File: config.mk
export PLATFORM = sky130hd
export DESIGN_NAME = fifo_flex
export DESIGN_NICKNAME = d
export VERILOG_FILES = /design/src/rtl/fifo_flex_pkg.sv /design/src/rtl/fifo_mem.sv /design/src/rtl/fifo_flex.sv
export VERILOG_INCLUDE_DIRS = /design/src /design/src/rtl
export SDC_FILE = /design/constraint.sdc
export NUM_CORES = 1
export LEC_CHECK = 0
export BUFFER_PORTS_ARGS = -buffer_cell sky130_fd_sc_hd__buf_2
export CAP_MARGIN = 0
export CORE_ASPECT_RATIO = 0.5
export CORE_UTILIZATION = 55
export CTS_BUF_LIST = sky130_fd_sc_hd__clkbuf_2
export DETAILED_ROUTE_END_ITERATION = 8
export PLACE_DENSITY_LB_ADDON = 0.05
export REMOVE_ABC_BUFFERS = 1
export SYNTH_ARGS = -nofsm -noshare
export SYNTH_HDL_FRONTEND = slang
export SYNTH_HIERARCHICAL = 1
export SYNTH_SLANG_ARGS = --single-unit
File: constraint.sdc
create_clock -name clk -period 5.04 [get_ports clk]
set_clock_uncertainty 0.2 [all_clocks]
set_input_delay 0.252 -clock clk [delete_from_list [all_inputs] [get_ports clk]]
set_output_delay 0.252 -clock clk [all_outputs]
set_load 0.02 [all_outputs]
File: src/rtl/fifo_defs.vh
// rtl/fifo_defs.vh - default geometry and read-mode constants for fifo_flex
`ifndef FIFO_DEFS_VH
`define FIFO_DEFS_VH
`define FIFO_DEF_WORD_SIZE 10
`define FIFO_DEF_MEM_SIZE  8
`define FIFO_DEF_PTR       3
`define FIFO_FWFT_OFF      0
`define FIFO_FWFT_ON       1
`endif

File: src/rtl/fifo_flex_pkg.sv
// rtl/fifo_flex_pkg.sv - shared constants for the fifo_flex slice
package fifo_flex_pkg;
`include "fifo_defs.vh"
   localparam int DEF_WORD_SIZE = `FIFO_DEF_WORD_SIZE;
   localparam int DEF_MEM_SIZE  = `FIFO_DEF_MEM_SIZE;
   localparam int DEF_PTR       = `FIFO_DEF_PTR;
   localparam int FWFT_OFF      = `FIFO_FWFT_OFF;
   localparam int FWFT_ON       = `FIFO_FWFT_ON;
endpackage

File: src/rtl/fifo_mem.sv
// rtl/fifo_mem.sv - register-array storage, synchronous write, asynchronous read
module fifo_mem
   import fifo_flex_pkg::*;
#(
   parameter int WORD_SIZE = DEF_WORD_SIZE,
   parameter int MEM_SIZE  = DEF_MEM_SIZE,
   parameter int PTR       = DEF_PTR
) (
   input  logic                 clk,
   input  logic                 push,
   input  logic [PTR-1:0]       wr_ptr,
   input  logic [WORD_SIZE-1:0] wr_data,
   input  logic [PTR-1:0]       rd_ptr,
   output logic [WORD_SIZE-1:0] rd_data
);

   // Contents are deliberately not reset; stale words are unreachable once pointers clear.
   logic [WORD_SIZE-1:0] mem [MEM_SIZE];

   // Store the incoming word at the write pointer on every accepted push.
   always_ff @(posedge clk) begin
      if (push) mem[wr_ptr] <= wr_data;
   end

   assign rd_data = mem[rd_ptr];

endmodule

File: src/rtl/fifo_flex.sv
// rtl/fifo_flex.sv - parameterised FIFO with registered or fall-through read, thresholds and sticky errors
module fifo_flex
   import fifo_flex_pkg::*;
#(
   parameter int WORD_SIZE = DEF_WORD_SIZE,
   parameter int MEM_SIZE  = DEF_MEM_SIZE,
   parameter int PTR       = DEF_PTR,
   parameter int FWFT      = FWFT_OFF
) (
   input  logic                 clk,
   input  logic                 reset,
   input  logic                 fifo_wr,
   input  logic                 fifo_rd,
   input  logic [WORD_SIZE-1:0] fifo_data_in,
   input  logic [PTR:0]         full_threshold,
   input  logic [PTR:0]         empty_threshold,
   input  logic                 error_clr,
   output logic [WORD_SIZE-1:0] fifo_data_out,
   output logic                 fifo_valid,
   output logic [PTR:0]         fifo_count,
   output logic                 fifo_full,
   output logic                 fifo_empty,
   output logic                 almost_full,
   output logic                 almost_empty,
   output logic                 overflow,
   output logic                 underflow,
   output logic                 error
);

   logic [PTR-1:0]       wr_ptr, rd_ptr;
   logic [WORD_SIZE-1:0] rd_data;
   logic                 push, pop;

   // A pop frees a slot in the same cycle, so a full FIFO still accepts a write alongside a read.
   assign pop  = fifo_rd & ~fifo_empty;
   assign push = fifo_wr & (~fifo_full | pop);

   fifo_mem #(
      .WORD_SIZE(WORD_SIZE),
      .MEM_SIZE (MEM_SIZE),
      .PTR      (PTR)
   ) u_mem (
      .clk    (clk),
      .push   (push),
      .wr_ptr (wr_ptr),
      .wr_data(fifo_data_in),
      .rd_ptr (rd_ptr),
      .rd_data(rd_data)
   );

   // Pointers wrap naturally; occupancy tracks the net effect of push and pop.
   always_ff @(posedge clk) begin
      if (reset) begin
         wr_ptr     <= '0;
         rd_ptr     <= '0;
         fifo_count <= '0;
      end else begin
         if (push) wr_ptr <= wr_ptr + 1'b1;
         if (pop)  rd_ptr <= rd_ptr + 1'b1;
         case ({push, pop})
            2'b10:   fifo_count <= fifo_count + 1'b1;
            2'b01:   fifo_count <= fifo_count - 1'b1;
            default: fifo_count <= fifo_count;
         endcase
      end
   end

   assign fifo_full    = (fifo_count == (PTR+1)'(MEM_SIZE));
   assign fifo_empty   = (fifo_count == '0);
   assign almost_full  = (fifo_count >= full_threshold);
   assign almost_empty = (fifo_count <= empty_threshold);

   // Error flags stay set until cleared; a fresh error in the clearing cycle wins.
   always_ff @(posedge clk) begin
      if (reset) begin
         overflow  <= 1'b0;
         underflow <= 1'b0;
      end else begin
         if (fifo_wr & ~push) overflow <= 1'b1;
         else if (error_clr)  overflow <= 1'b0;
         if (fifo_rd & fifo_empty) underflow <= 1'b1;
         else if (error_clr)       underflow <= 1'b0;
      end
   end

   assign error = overflow | underflow;

   if (FWFT == FWFT_ON) begin : g_fwft
      assign fifo_data_out = rd_data;
      assign fifo_valid    = ~fifo_empty;
   end else begin : g_reg
      logic [WORD_SIZE-1:0] data_q;
      logic                 valid_q;
      // Capture the head word on each pop; valid marks the single cycle that follows.
      always_ff @(posedge clk) begin
         if (reset) begin
            data_q  <= '0;
            valid_q <= 1'b0;
         end else begin
            valid_q <= pop;
            if (pop) data_q <= rd_data;
         end
      end
      assign fifo_data_out = data_q;
      assign fifo_valid    = valid_q;
   end

endmodule

==> out/results.tsv <==
metric	value	unit
status	complete, no violations	
crit path DAT	2.34	ns
first-pass GRT wire length	12.7	mm
Vias	2434	
EDFF count, synth	80	
H-Tree Depth	3	
die area	8320	µm²
Syn-to-layout area delta	13.5	%
sequential share of power	50.7	%
post-synthesis sequential area ratio	65.6	%
worst IR drop on VDD	211	µV
max-slew violations	0	
GRT overflow	0	
Cell Rows	22	
clock period minus worst slack	2.79	ns
Pre-antenna DRT Iters	4	
CTS tree	yes	
Final Hold Viols	0	
Cell Int Power	1430	µW
initial antenna violation count	0	
I/O Buffers	44	
Psw	693	µW
Max Fclk	0.358	GHz
Post-synth ARST share	0	%
Starting DRT DRC Count	96	
Synth cell types	39	
RePlAce Congestion	0.704	
Clock Power Share	18.0	%
PwrDens	428	nW/µm²
final non-filler cell total	445	
logic gate share of total power	31.3	%
NumNets Final	368	
Final Cycle Share	55.4	%
switch share	32.7	%
largest net degree at the start of global routing	25	
CP max FO	9	
worst-margin pin slew	1.20	ns
Core Box Area	7510	µm²
DRC viols	0	
largest cells by area after synthesis	edfxtp_1 55%, mux4_1 12%, dfxtp_1 11%	
CTS buffer count	9	
reported leakage power	0.00186	µW
gr usage total	21.9	%
post-synthesis instance total	268	
commonest cells after routing, fill and taps aside	80 x edfxtp_1, 44 x buf_2, 25 x nand2_1	
vias per inst	5.47	
Critical Path RT	4.59	ns
Die W	128	µm
Longest Clk Path Bufs	2	
Syn. warnings	6	
ant diodes	0	
Power, Total	2120	µW
vias in the first global route	2397	
Synth top area share	55.0	%
final setup fails	0	
Worst setup SP type	flip-flop	
# clock sinks	103	
commonest non-fill, non-tap cell in the layout	edfxtp_1	
max-cap violation count	0	
hold crit path type	input pin to flip-flop	
initial core utilization	58.1	%
Cell Area, Synth	4370	µm²
HPWL after detailed placement	4.90	mm
Routed Antenna Nets	0	
Die Y	65.0	µm
ys flop type	edfxtp_1	
root buffer cell	clkbuf_2	
IO Pins	45	
WL final	7.98	mm
largest area contributor in the netlist	edfxtp_1	
dpl cells	412	
Critical Path Sink Type	output pin	
WL/cell	17.9	µm
syn_area_per_cell	16.3	µm²
Worst-Skew Late Latency	0.56	ns
RSZ-0062 raised after global routing	false	
share of layout cells above drive strength 1	23.7	%
worst rel slew slack	20.0	%
Worst Path Class, Setup	flip-flop to output pin	
Post-Route Setup TNS	0	ns
synthesized flop and latch total	103	
clock-pin slew of the registers on the worst-case setup and hold paths	0.26	ns
[kinds of logic (layout without fill, tap and decap cells)]
group | Yosys count | after routing | share of synthesized area (%)
flip-flops | 103 | 103 | 65.6
AND/OR/NAND/NOR | 63 | 63 | 6.68
multiplexers | 33 | 33 | 15.3
AO/OA/AOI/OAI | 28 | 28 | 4.56
buffers and inverters | 21 | 90 | 2.58
adder cells (fa/ha/maj) | 13 | 13 | 3.90
XOR/XNOR | 7 | 7 | 1.40
[state kept, by name, indices dropped and copies added, names as in the netlist]
| name | flops |
|---|---|
| fifo_count | 4 |
| fifo_data_out | 10 |
| fifo_valid | 1 |
| overflow | 1 |
| rd_ptr | 3 |
| u_mem/mem | 80 |
| underflow | 1 |
| wr_ptr | 3 |
[cell type report]
cell class,count,area (µm²)
Multi-Input combinational cell,144,1390
Tap cell,108,135
Clock buffer,10,50.0
Timing Repair Buffer,64,413
Fill cell,564,2560
Clock inverter,6,65.1
Sequential cell,103,2860
Inverter,10,37.5
[through the flow]
step / area [µm²] / utilization, % / worst slack, ns / hold slack, ns
after floorplan: 4290 / - / 2.43 / 0.121
after global placement: 4670 / 62.1 / 2.35 / 0.242
after detailed placement: 4670 / 62.1 / 2.29 / 0.248
after CTS: 4950 / 65.9 / 2.17 / 0.191
after global routing: 4950 / 65.9 / 2.05 / 0.165
final: 4950 / 65.9 / 2.25 / 0.268
[timing repair]
item                                   4_1_cts  5_1_grt
gates resized for setup                      0        0
hold buffers                                17        0
endpoints found under the hold margin      103        0
setup endpoints to repair                    0        0
setup buffers                                0        0
[cells in the mapped netlist, drive strengths merged (2+ instances only)]
cell type  instances
a211oi             2
a21o               3
a21oi             15
buf                5
clkbuf             6
dfxtp             23
edfxtp            80
ha                12
inv               10
mux2              11
mux2i              2
mux4              20
nand2             25
nand2b             7
nand3              2
nor2              18
nor2b              2
nor3               3
o21a               3
xnor2              5
xor2               2
[power groups by stage]
stage	Combinational, µW	Sequential, µW	Clock, µW
after floorplan	406	1140	0
after global placement	644	1090	0
after detailed placement	654	1090	0
after CTS	670	1080	399
after global routing	734	1090	430
final	664	1080	381
[critical path, stage by stage (launching register included)]
cell and delay, ns:
dfxtp_1 0.55, inv_1 0.16, ha_1 0.29, nand2b_1 0.14
a21o_1 0.17, a21o_1 0.16, a21o_1 0.16, buf_2 0.15
[worst paths after layout]
path                            slack (ns)                to              from  cells after the start
worst max register to register        2.25     fifo_count[3]     fifo_count[3]                      8
worst min register to register        0.28  fifo_data_out[7]  fifo_data_out[7]                      2
worst min-delay path                  0.27   u_mem/mem[3][7]   fifo_data_in[7]                      2
worst max-delay path                  2.25       almost_full     fifo_count[0]                      7
[routing by layer]
layer	part of all wire [%]	up-vias	track usage (%)
li1	-	1161	-
met1	48	1207	28.9
met2	47	59	35.5
met3	4.4	7	6.52
met4	0.74	0	7.06
met5	0	-	0
No activity file was read; power rests on OpenSTA's default activity.
